$ cat src/rtl/delay_pkg.sv
// rtl/delay_pkg.sv - shared timer state encoding and timing constants
package delay_pkg;

    typedef enum logic [1:0] {
        ST_IDLE  = 2'd0,
        ST_ARMED = 2'd1,
        ST_DONE  = 2'd2
    } state_t;

    localparam longint CLK_HZ           = 50000000;
    localparam longint DEFAULT_COUNT_1S = 50000000;

endpackage

$ cat src/rtl/tick_prescaler.sv
// rtl/tick_prescaler.sv - divides enabled cycles into count ticks
// Ports:
//   clk   - rising-edge clock
//   reset - synchronous active-high reset, phase to 0
//   clear - synchronous phase restart (timer load)
//   en    - advance the phase this cycle; low holds the phase
//   tick  - high on the enabled cycle where the phase is PRESCALE-1
module tick_prescaler #(
    parameter int PRESCALE = 1
) (
    input  logic clk,
    input  logic reset,
    input  logic clear,
    input  logic en,
    output logic tick
);

    localparam int W = (PRESCALE > 1) ? $clog2(PRESCALE) : 1;
    localparam logic [W-1:0] LAST = W'(PRESCALE - 1);

    logic [W-1:0] phase;

    // With PRESCALE=1 the phase never leaves 0, so tick reduces to en.
    assign tick = en && (phase == LAST);

    always_ff @(posedge clk) begin
        if (reset || clear) begin
            phase <= '0;
        end else if (en) begin
            phase <= (phase == LAST) ? '0 : phase + W'(1);
        end
    end

endmodule

$ cat src/rtl/delay_timer.sv
// rtl/delay_timer.sv - programmable one-shot/periodic delay timer
// Ports:
//   clk         - rising-edge clock
//   reset       - synchronous active-high reset
//   ld_delay    - load pulse: latch count/reload/mode, clear done, arm
//   load_sel    - 0 loads DEFAULT_COUNT, 1 loads load_value
//   load_value  - runtime count
//   periodic    - 1 auto-reloads on expiry, 0 stops in DONE
//   delayEN     - count enable, freezes counter and prescaler when low
//   delay_done  - sticky expiry flag
//   delay_pulse - one-cycle strobe per expiry
//   busy        - high while armed
//   count       - remaining count
module delay_timer
    import delay_pkg::*;
#(
    parameter int     CNT_W         = 29,
    parameter longint DEFAULT_COUNT = DEFAULT_COUNT_1S,
    parameter int     PRESCALE      = 1
) (
    input  logic             clk,
    input  logic             reset,
    input  logic             ld_delay,
    input  logic             load_sel,
    input  logic [CNT_W-1:0] load_value,
    input  logic             periodic,
    input  logic             delayEN,
    output logic             delay_done,
    output logic             delay_pulse,
    output logic             busy,
    output logic [CNT_W-1:0] count
);

    if (CNT_W < 63 && (DEFAULT_COUNT < 0 || DEFAULT_COUNT >= (longint'(1) << CNT_W))) begin : g_bad_default
        $error("delay_timer: DEFAULT_COUNT does not fit in CNT_W bits");
    end
    if (PRESCALE < 1) begin : g_bad_prescale
        $error("delay_timer: PRESCALE must be at least 1");
    end

    localparam logic [CNT_W-1:0] DEFAULT_VAL = CNT_W'(DEFAULT_COUNT);

    state_t           state;
    logic [CNT_W-1:0] reload;
    logic             periodic_q;
    logic             tick;

    // A load in the same cycle as delayEN must not count a tick, so the
    // prescaler is held off and restarted by ld_delay.
    tick_prescaler #(
        .PRESCALE (PRESCALE)
    ) u_prescaler (
        .clk   (clk),
        .reset (reset),
        .clear (ld_delay),
        .en    ((state == ST_ARMED) && delayEN && !ld_delay),
        .tick  (tick)
    );

    always_ff @(posedge clk) begin
        if (reset) begin
            state       <= ST_IDLE;
            count       <= '0;
            reload      <= '0;
            periodic_q  <= 1'b0;
            delay_done  <= 1'b0;
            delay_pulse <= 1'b0;
            busy        <= 1'b0;
        end else if (ld_delay) begin
            state       <= ST_ARMED;
            count       <= load_sel ? load_value : DEFAULT_VAL;
            reload      <= load_sel ? load_value : DEFAULT_VAL;
            periodic_q  <= periodic;
            delay_done  <= 1'b0;
            delay_pulse <= 1'b0;
            busy        <= 1'b1;
        end else begin
            delay_pulse <= 1'b0;
            if (state == ST_ARMED && tick) begin
                if (count != '0) begin
                    count <= count - CNT_W'(1);
                end else begin
                    // Expiry happens on the tick after count reaches 0,
                    // giving N+1 ticks for a loaded value N.
                    delay_pulse <= 1'b1;
                    delay_done  <= 1'b1;
                    if (periodic_q) begin
                        count <= reload;
                    end else begin
                        state <= ST_DONE;
                        busy  <= 1'b0;
                    end
                end
            end
        end
    end

endmodule
$ cat config.mk
export PLATFORM = sky130hd
export DESIGN_NAME = delay_timer
export DESIGN_NICKNAME = d
export VERILOG_FILES = /design/src/rtl/delay_pkg.sv /design/src/rtl/tick_prescaler.sv /design/src/rtl/delay_timer.sv
export SDC_FILE = /design/constraint.sdc
export NUM_CORES = 1
export LEC_CHECK = 0
export CORE_MARGIN = 10
export CORE_UTILIZATION = 51
export DETAILED_ROUTE_END_ITERATION = 10
export PLACE_DENSITY = 0.79
export SYNTH_ARGS = -nofsm -noshare
export SYNTH_HDL_FRONTEND = slang
export SYNTH_SLANG_ARGS = --single-unit
$ cat constraint.sdc
create_clock -name clk -period 3.1 [get_ports clk]
set_input_delay 0.465 -clock clk [delete_from_list [all_inputs] [get_ports clk]]
set_output_delay 0.465 -clock clk [all_outputs]
set_load 0.02 [all_outputs]
==> results of run 1 <==
-- sequential cells by signal, summed over array words and instances (netlist names) --
name         flops
count           29
delay_done       1
delay_pulse      1
periodic_q       1
reload          29
state            2
-- power groups by stage --
stage | Combinational, W | Clock, W | Sequential (W)
global route | 0.000529 | 0.000741 | 0.000932
detailed placement | 0.000479 | 0 | 0.000939
floorplan | 0.000272 | 0 | 0.000958
global placement | 0.000469 | 0 | 0.000938
finish | 0.000484 | 0.000705 | 0.000923
CTS | 0.000483 | 0.000713 | 0.000921
-- worst max-delay path by stage --
stage / end / cells after the start / start
6_report: count[13]$_SDFFE_PP0P_ / 6 / count[24]$_SDFFE_PP0P_
5_1_grt: count[13]$_SDFFE_PP0P_ / 8 / count[0]$_SDFFE_PP0P_
4_1_cts: count[13]$_SDFFE_PP0P_ / 6 / count[24]$_SDFFE_PP0P_
3_5_place_dp: count[13]$_SDFFE_PP0P_ / 6 / count[24]$_SDFFE_PP0P_
3_3_place_gp: count[13]$_SDFFE_PP0P_ / 6 / count[24]$_SDFFE_PP0P_
2_1_floorplan: count[3]$_SDFFE_PP0P_ / 8 / count[24]$_SDFFE_PP0P_
-- area by class of cell --
class                           count  area [um^2]
Multi-Input combinational cell    304         1870
Inverter                            8         30.0
Sequential cell                    63         1260
Clock inverter                      4         45.0
Tap cell                           77         96.3
Fill cell                         539         2100
Clock buffer                       12          145
Timing Repair Buffer               81          768
-- synthesized netlist by cell type, drive strengths merged, types with 4 or more instances --
master,count,area [um^2]
dfxtp,63,1260
nand2,53,199
nor2,50,190
a21oi,34,174
o21ai,19,95.1
nor3,18,101
clkbuf,16,60.1
a311oi,13,189
buf,12,66.3
o211ai,11,82.6
nand3,9,45.0
inv,8,30.0
nor4,8,75.1
or3,8,50.1
xor2,7,61.3
a211oi,5,37.5
or4,5,41.3
a31oi,4,25.0
o21a,4,30.0
o311ai,4,35.0
-- cells in the final DEF, fill, tap and decap left out, drive strengths merged, types with 4 or more instances in the layout --
master and instances:
clkdlybuf4s50 65, dfxtp 63, nand2 53, nor2 50, a21oi 34, o21ai 19
nor3 18, buf 16, a311oi 13, clkbuf 12, o211ai 11, nand3 9
or3 8, inv 8, nor4 8, xor2 7, a211oi 5, or4 5
o21a 4, a31oi 4, o311ai 4
-- metrics by stage --
step	hold WS (ns)	area (um^2)	setup slack, ns	cells
2_1_floorplan	0.429	3290	0.588	403
3_3_place_gp	0.449	4020	0.442	533
3_5_place_dp	0.446	4020	0.398	533
4_1_cts	0.464	4210	0.381	549
5_1_grt	0.485	4210	0.192	549
6_report	0.463	4210	0.366	549
-- cells by family (layout without fill, tap and decap cells) --
kind of cell               after synthesis  after routing  synth area share [%]
and+or+nand+nor                        173            173                  26.1
xor gates and xnor gates                 9              9                  2.40
adders and majority gates                1              1                 0.381
muxes                                    2              2                 0.647
DFF                                     63             63                  38.4
buffers and inverters                   36            105                  4.76
AOI/OAI and AO/OA                      119            119                  27.3
-- per-layer routing --
| metal | share of wire (%) | wire length (um) |
|---|---|---|
| met1 | 41 | 4030 |
| met5 | 0 | 0 |
| met3 | 8.6 | 833 |
| met2 | 47 | 4590 |
| met4 | 2.7 | 262 |
-- worst max-delay path, delay by kind of cell, from the launching register on --
kind,cells,cell delay [ns]
and+or+nand+nor,4,1.80
AOI/OAI and AO/OA,2,0.50
DFF,1,0.35
==> results.cfg, run 1 <==
[synth]
syn_nets = 439
ys_dominant_reg_cell = sky130_fd_sc_hd__dfxtp_1
syn-instance-count = 403
async_flop_share_pct = 0
synth_seq_area_share_pct = 38.4
synth_enable_flop_cells = 0
netlist-cell-type-count = 62
synthesis.area_per_instance_um2 = 8.15
yosys_warnings = 0
netlist_area_um2 = 3290
number_of_flip_flops_and_latches_in_the_synthesized_netlist = 63

[floorplan]
fp.dieH_um = 100
initial_core_util_pct = 52.0
floorplan.die.width_um = 100
top_level_ports = 67
floorplan.die_area_um2 = 10100
floorplan.rows = 29
fp.coreArea_um2 = 6310

[timing]
setup-violations-final = 0
timing_hold_violations_final = 0
post-route-period-util_pct = 88.2
finalCriticalPeriod_ns = 2.73
timing.slew.headroom_pct = 36.7
tns_ns = 0
finClkSkew_ns = 0.00646
max_freq_mhz = 366
max_slew.worst_pin.slew_ns = 0.950
rsz0062_at_grt = false
slew_violations = 0

[worst_setup_path]
data_arrival_at_the_endpoint_of_the_critical_path_ns = 3.01
slowest_stage = sky130_fd_sc_hd__or4_1
timing.critical_path.to_type = flop
critical_path.reg2reg.startpoint = count[24]$_SDFFE_PP0P_
timing.critical_path.from_type = flop
timing.rr.end = count[13]$_SDFFE_PP0P_
rrSetupSlack_ns = 0.37
required_ns = 3.37
largest_stage_delay_worst_path_ns = 0.66
ff_to_ff_path_depth = 6
cp_cell_sequence = or4_1 > or4_4 > nor3_4 > nor2_2 > a2111o_1 > a21oi_2
worstPathMaxFanout = 14
timing_worst_setup_path_type = reg2reg

[min_path]
worstHoldPathType = reg2reg
min_path_cells = 2
hold_start = reload[28]$_SDFFE_PP0P_
holdPathEnd = reload[28]$_SDFFE_PP0P_

[global_routing]
global_route.usage.total_pct = 19.3
grt_pass1_vias = 3270
grt.met2_usage_pct = 30.6
grtUsageMet3_pct = 4.60
antenna_found_initial = 0
globalRouteOverflowTotal = 0
grt_most_used_layer = met2
grt.met1_usage_pct = 23.7
grt_pass1_wl_um = 16100
largest_net_degree_at_the_start_of_global_routing = 49

[drt]
postRouteWirelength_um = 9720
drtPass1Iterations = 6
initialDrtViolationCount = 213
detailroute.via_count = 3409
drt-vias-per-instance = 6.21
drtAntennaViolNets = 0
routed_wire_length_per_instance_um = 17.7
drc_errors = 0

[clock_network]
postCtsSetupRepairBufs = 0
cts_tree = yes
cts.htree.levels = 3
cts-root-buf = sky130_fd_sc_hd__clkbuf_8
clk_pin_slew_worst_paths_ns = 0.07
clock_sinks = 63
cts-buffers-inserted = 9
clock_latency_ns = 0.35
cts.path.max_buffers = 2
post_cts_sizing = 0
holdBufCountCts = 0

[power]
seqPwrFrac_pct = 43.7
power_leakage_nw = 1.49
power.combinational.fraction_pct = 22.9
powerDensity_nw_per_um2 = 501
intPower_w = 0.00147
power.clock.fraction_pct = 33.4
irDropWorstVdd_mv = 0.303
switching_share_pct = 30.5
power_w = 0.00211
power_switching_w = 0.000645

[placed_design]
detailedPlacementHpwl_um = 6850
port_buffer_count = 66
globalplace.congestion = 0.868

[cells_and_area]
design.final.nets = 503
synthToLayoutAreaGrowth_pct = 28.3
finalCoreUtilization_pct = 66.7
post_route_cells_drive_above_1_share_pct = 11.9
n_antenna_cell = 0

[status]
outcome = finished, final reports clean

[job]
cap_viol_max_count = 0
No activity file was read; power rests on OpenSTA's default activity.
==> run 2: changes to the inputs <==
==> constraint.sdc (replaced) <==
create_clock -name clk -period 2.8 [get_ports clk]
set_input_delay 0.42 -clock clk [delete_from_list [all_inputs] [get_ports clk]]
set_output_delay 0.42 -clock clk [all_outputs]
set_load 0.02 [all_outputs]
==> run 2 against run 1 <==
Non-clock buffer count grew 11. Total power rose by 8.7%. Combinational power increased by 17%. Cell area grew 1.5%. Highest routed layer unchanged. Clock power is 2% higher.
==> results.cfg, run 2 (synthesis gave the netlist of run 1 again) <==
[status]
outcome = finished, final reports clean

[worst_setup_path]
worstPathMaxFanout = 12
timing_worst_setup_path_type = reg2reg
largest_stage_delay_worst_path_ns = 0.54
critical_path.reg2reg.startpoint = count[25]$_SDFFE_PP0P_
timing.rr.end = count[27]$_SDFFE_PP0P_
rrSetupSlack_ns = 0.21
cp_common_cell = sky130_fd_sc_hd__buf_4
ff_to_ff_path_depth = 9
data_arrival_at_the_endpoint_of_the_critical_path_ns = 2.86
slowest_stage = sky130_fd_sc_hd__or4_1
path_delay_family = simple AND/OR/NAND/NOR gates
required_ns = 3.08
timing.critical_path.to_type = flop
cp_cell_sequence = or4_1 > buf_4 > nor4_2 > buf_4 > a41oi_1 > nor2_1 > buf_4 > o21ai_0 > a21oi_1
critPathBufInv = 3
timing.critical_path.from_type = flop

[global_routing]
grt_pass1_wl_um = 16200
globalRouteOverflowTotal = 0
grt_pass1_vias = 3144
largest_net_degree_at_the_start_of_global_routing = 41
global_route.usage.total_pct = 19.6
antenna_found_initial = 0

[power]
powerDensity_nw_per_um2 = 537
switching_share_pct = 30.8
power.combinational.fraction_pct = 24.7
intPower_w = 0.00159
power_leakage_nw = 1.54
seqPwrFrac_pct = 44.1
power_switching_w = 0.000707
irDropWorstVdd_mv = 0.374
power.clock.fraction_pct = 31.2

[clock_network]
cts.path.max_buffers = 2
postCtsSetupRepairBufs = 0
cts-root-buf = sky130_fd_sc_hd__clkbuf_8
clock_latency_ns = 0.35
cts.htree.levels = 3
cts-buffers-inserted = 9
clock_sinks = 63
cts_tree = yes
holdBufCountCts = 0
post_cts_sizing = 0
clk_pin_slew_worst_paths_ns = 0.07

[cells_and_area]
design.final.nets = 514
postLayoutCellArea_um2 = 4280
post_route_cells_drive_above_1_share_pct = 13.8
mostFrequentLayoutCell = sky130_fd_sc_hd__clkdlybuf4s50_1
most_frequent_cells_in_the_layout = 65 x sky130_fd_sc_hd__clkdlybuf4s50_1, 63 x sky130_fd_sc_hd__dfxtp_1, 53 x sky130_fd_sc_hd__nand2_1, 49 x sky130_fd_sc_hd__nor2_1, 33 x sky130_fd_sc_hd__a21oi_1
n_antenna_cell = 0
synthToLayoutAreaGrowth_pct = 30.2
layout_top_registers = count (29), reload (29), state (2)

[placed_design]
port_buffer_count = 66
globalplace.congestion = 0.886
dpl-instance-area_um2 = 4110
detailedPlacementHpwl_um = 7150

[floorplan]
initial_core_util_pct = 52.0
floorplan.rows = 29
top_level_ports = 67
fp.dieH_um = 100
fp.coreArea_um2 = 6310
floorplan.die_area_um2 = 10100
floorplan.die.width_um = 100

[min_path]
hold_start = reset
worstHoldPathType = in2reg
holdPathEnd = count[14]$_SDFFE_PP0P_
min_path_cells = 2

[drt]
drtPass1Iterations = 5
routed_wire_length_per_instance_um = 18.1
drc_errors = 0
detailroute.via_count = 3406
initialDrtViolationCount = 214
drt-vias-per-instance = 6.11
postRouteWirelength_um = 10100
drtAntennaViolNets = 0

[timing]
max_slew.worst_pin.slew_ns = 0.627
setup-violations-final = 0
post-route-period-util_pct = 92.3
worst_hold_slack_ns = 0.397
finalCriticalPeriod_ns = 2.59
finClkSkew_ns = 0.00803
rsz0062_at_grt = false
timing_hold_violations_final = 0
tns_ns = 0
slew_violations = 0
max_freq_mhz = 387
timing.slew.headroom_pct = 57.7

[job]
cap_viol_max_count = 0
-- run 2: cell types whose count changed in the layout (fill, tap and decap cells not counted) --
cell                        delta
sky130_fd_sc_hd__buf_4        +11
sky130_fd_sc_hd__clkbuf_1      -2
sky130_fd_sc_hd__clkbuf_8      +2
sky130_fd_sc_hd__clkinv_2      -2
sky130_fd_sc_hd__bufinv_16     -1
-- run 2: layer usage --
metal  vias up  wire [um]  GRT usage [%]
li1       1631          -              -
met1      1617       4230           24.0
met2       140       4930           32.4
met3        18        791           5.91
met4         0        137           5.87
met5         -          0              0
-- run 2: worst max-delay path by stage --
stage                           start                     end  slack (ns)  depth (start not counted)
3_5_place_dp   count[25]$_SDFFE_PP0P_  count[27]$_SDFFE_PP0P_        0.25                          9
2_1_floorplan  count[24]$_SDFFE_PP0P_   count[3]$_SDFFE_PP0P_        0.29                          8
5_1_grt         count[0]$_SDFFE_PP0P_  count[19]$_SDFFE_PP0P_        0.06                          9
3_3_place_gp   count[17]$_SDFFE_PP0P_  count[27]$_SDFFE_PP0P_        0.28                          6
6_report       count[25]$_SDFFE_PP0P_  count[27]$_SDFFE_PP0P_        0.21                          9
4_1_cts        count[25]$_SDFFE_PP0P_  count[27]$_SDFFE_PP0P_        0.24                          9
-- run 2: per-stage QoR --
step           total power [W]  cells  utilization (%)  setup slack [ns]
6_report               0.00230    557             67.7             0.214
5_1_grt                0.00240    557             67.7            0.0565
4_1_cts                0.00230    557             67.7             0.239
3_5_place_dp           0.00159    544             65.0             0.250
3_3_place_gp           0.00158    544             65.0             0.284
2_1_floorplan          0.00136    403                -             0.288
-- run 2: area by class of cell --
| class | instances | area [um^2] |
|---|---|---|
| clock buffers | 12 | 165 |
| clock inverters | 1 | 5.00 |
| fillers | 551 | 2040 |
| inverters | 8 | 30.0 |
| multi-input cells | 304 | 1870 |
| flip-flops and latches | 63 | 1260 |
| well taps | 77 | 96.3 |
| repair buffers | 92 | 851 |
-- run 2: power by group through the flow --
stage,Clock (W),Combinational (W),Sequential [W]
2_1_floorplan,0,0.000301,0.00106
3_3_place_gp,0,0.000555,0.00103
3_5_place_dp,0,0.000563,0.00103
4_1_cts,0.000725,0.000567,0.00101
5_1_grt,0.000758,0.000622,0.00102
6_report,0.000716,0.000568,0.00101
==> run 3: changes to the inputs <==
--- a/config.mk
+++ b/config.mk
@@ -6,9 +6,9 @@
 export NUM_CORES = 1
 export LEC_CHECK = 0
 export CORE_MARGIN = 10
-export CORE_UTILIZATION = 51
+export CORE_UTILIZATION = 46
 export DETAILED_ROUTE_END_ITERATION = 10
-export PLACE_DENSITY = 0.79
+export PLACE_DENSITY = 0.76
 export SYNTH_ARGS = -nofsm -noshare
 export SYNTH_HDL_FRONTEND = slang
 export SYNTH_SLANG_ARGS = --single-unit
==> constraint.sdc (replaced) <==
create_clock -name clk -period 2.35 [get_ports clk]
set_input_delay 0.3525 -clock clk [delete_from_list [all_inputs] [get_ports clk]]
set_output_delay 0.3525 -clock clk [all_outputs]
set_load 0.02 [all_outputs]
==> run 3 against run 2 <==
Sequential share of layout area is 2.6 points lower. Via count is 5.3% higher. Die area is 8.7% higher. Largest power group unchanged.
==> results.cfg, run 3 (synthesis gave the netlist of run 1 again) <==
[worst_setup_path]
ff_to_ff_path_depth = 7
rrSetupSlack_ns = 0.03
largest_stage_delay_worst_path_ns = 0.55
required_ns = 2.62
data_arrival_at_the_endpoint_of_the_critical_path_ns = 2.59
slowest_stage = sky130_fd_sc_hd__or4_4
cp_cell_sequence = or4_4 > or4_4 > nor3_4 > buf_6 > nor2_4 > a2111o_1 > a21oi_2
critical_path.reg2reg.startpoint = count[24]$_SDFFE_PP0P_
timing.critical_path.from_type = flop
timing.critical_path.to_type = flop
cp_common_cell = sky130_fd_sc_hd__or4_4
timing.rr.end = count[13]$_SDFFE_PP0P_
worstPathMaxFanout = 3
timing_worst_setup_path_type = reg2reg
critical_path.endpoint = count[13]$_SDFFE_PP0P_
critPathLaunch = count[24]$_SDFFE_PP0P_

[power]
irDropWorstVdd_mv = 0.312
power_leakage_nw = 1.79
powerDensity_nw_per_um2 = 603

[drt]
postRouteWirelength_um = 11000
drtAntennaViolNets = 0
routed_wire_length_per_instance_um = 17.6
detailroute.via_count = 3588
drt-vias-per-instance = 5.78
initialDrtViolationCount = 211
drc_errors = 0
drtPass1Iterations = 4

[global_routing]
global_route.usage.total_pct = 20.1
globalRouteOverflowTotal = 0
grtUsageMet3_pct = 4.77
grt_pass1_vias = 3533
largest_net_degree_at_the_start_of_global_routing = 31
grt_most_used_layer = met2
grt.met1_usage_pct = 25.1
grt_pass1_wl_um = 18200
antenna_found_initial = 0
grt.met2_usage_pct = 32.1

[floorplan]
floorplan.rows = 30
floorplan.die_area_um2 = 10900
fp.dieH_um = 105
floorplan.die.width_um = 105
fp.coreArea_um2 = 6870
initial_core_util_pct = 47.8
top_level_ports = 67

[timing]
setup-violations-final = 0
max_slew.worst_pin.slew_ns = 0.463
finClkSkew_ns = 0.00542
rsz0062_at_grt = true
timing_hold_violations_final = 0
timing.slew.headroom_pct = 69.0
max_freq_mhz = 432
slew_violations = 0
finalCriticalPeriod_ns = 2.32
post-route-period-util_pct = 98.5

[status]
outcome = finished, final reports clean

[placed_design]
port_buffer_count = 66
globalplace.congestion = 0.959
detailedPlacementHpwl_um = 8080
numPlacedInstances = 605

[cells_and_area]
non_filler_instances = 621
layout_top_registers = count (29), reload (29), state (2)
n_antenna_cell = 0
ff_latch_area_um2 = 1270
post_route_cells_drive_above_1_share_pct = 22.9
synthToLayoutAreaGrowth_pct = 43.4
most_frequent_cells_in_the_layout = 65 x sky130_fd_sc_hd__clkdlybuf4s50_1, 65 x sky130_fd_sc_hd__buf_4, 59 x sky130_fd_sc_hd__dfxtp_1, 52 x sky130_fd_sc_hd__nand2_1, 48 x sky130_fd_sc_hd__nor2_1
multiInputGateArea_um2 = 1910
layout.filler_cells = 579
finalCoreUtilization_pct = 68.6
design.final.nets = 558

[clock_network]
holdBufCountCts = 0
clock_sinks = 63
clock_latency_ns = 0.34
cts-buffers-inserted = 9
clk_pin_slew_worst_paths_ns = 0.07
cts_tree = yes
cts.path.max_buffers = 2
cts.htree.levels = 3
cts-root-buf = sky130_fd_sc_hd__clkbuf_8

[min_path]
worstHoldPathType = in2reg

[job]
cap_viol_max_count = 0
run 3: cell count changes in the layout (fill, tap and decap cells not counted), moves of 2 or more:
cell / previous run / this run
sky130_fd_sc_hd__buf_4: 26 / 65
sky130_fd_sc_hd__or4_4: 1 / 3
sky130_fd_sc_hd__o311ai_0: 4 / 2
sky130_fd_sc_hd__clkbuf_1: 0 / 2
sky130_fd_sc_hd__buf_12: 0 / 2
sky130_fd_sc_hd__or4_1: 4 / 2
sky130_fd_sc_hd__dfxtp_2: 0 / 4
sky130_fd_sc_hd__o311ai_1: 0 / 2
sky130_fd_sc_hd__buf_6: 0 / 3
sky130_fd_sc_hd__dfxtp_1: 63 / 59
run 3: per-layer routing:
layer,wire (um),share of wire [%]
met1,4800,44
met2,5190,47
met3,744,6.8
met4,228,2.1
met5,0,0
run 3: critical path, delay by kind of cell (launching register included):
| kind | cells | cell delay [ns] |
|---|---|---|
| buf+inv | 1 | 0.15 |
| simple gates | 4 | 1.26 |
| flops | 1 | 0.32 |
| compound gates | 2 | 0.51 |
run 3: through the flow:
| step | hold WS [ns] | setup TNS, ns | instance area [um^2] | setup WS [ns] | total power [W] |
|---|---|---|---|---|---|
| after floorplan | 0.429 | -0.448 | 3310 | -0.0801 | 0.00163 |
| after global placement | 0.448 | -0.00152 | 4480 | -0.00152 | 0.00199 |
| after detailed placement | 0.455 | -0.0555 | 4480 | -0.0299 | 0.00200 |
| after CTS | 0.360 | 0 | 4650 | 0.0287 | 0.00283 |
| after global routing | 0.389 | -0.0465 | 4710 | -0.0456 | 0.00298 |
| final | 0.378 | 0 | 4710 | 0.0342 | 0.00284 |
run 3: area by class of cell:
type,count,area share [%]
Timing Repair Buffer,136,25.8
Clock inverter,1,0.106
Clock buffer,13,3.37
Multi-Input combinational cell,304,40.6
Inverter,8,0.637
Sequential cell,63,26.9
Tap cell,96,2.55
run 3: repair_timing:
action,CTS,global route
pin swaps,1,5
endpoints found under the setup margin,3,18
buffers inserted,0,2
gates resized for setup,3,12
run 3: power by group:
group / total (W) / switching (W) / internal [W] / leakage (nW)
registers: 0.00118 / 0.0000443 / 0.00114 / 0.521
logic: 0.000832 / 0.000429 / 0.000403 / 1.18
clock network: 0.000827 / 0.000399 / 0.000428 / 0.0854
total: 0.00284 / 0.000872 / 0.00197 / 1.79
run 3: how the worst min path moves through the flow:
stage / startpoint / end / slack, ns / cells after the start
after floorplan: reload[7]$_SDFFE_PP0P_ / reload[7]$_SDFFE_PP0P_ / 0.43 / 1
after global placement: reload[7]$_SDFFE_PP0P_ / reload[7]$_SDFFE_PP0P_ / 0.45 / 1
after detailed placement: reload[10]$_SDFFE_PP0P_ / reload[10]$_SDFFE_PP0P_ / 0.46 / 2
after CTS: reset / periodic_q$_SDFFE_PP0P_ / 0.36 / 2
after global routing: reset / count[17]$_SDFFE_PP0P_ / 0.39 / 2
final: reset / count[17]$_SDFFE_PP0P_ / 0.38 / 2
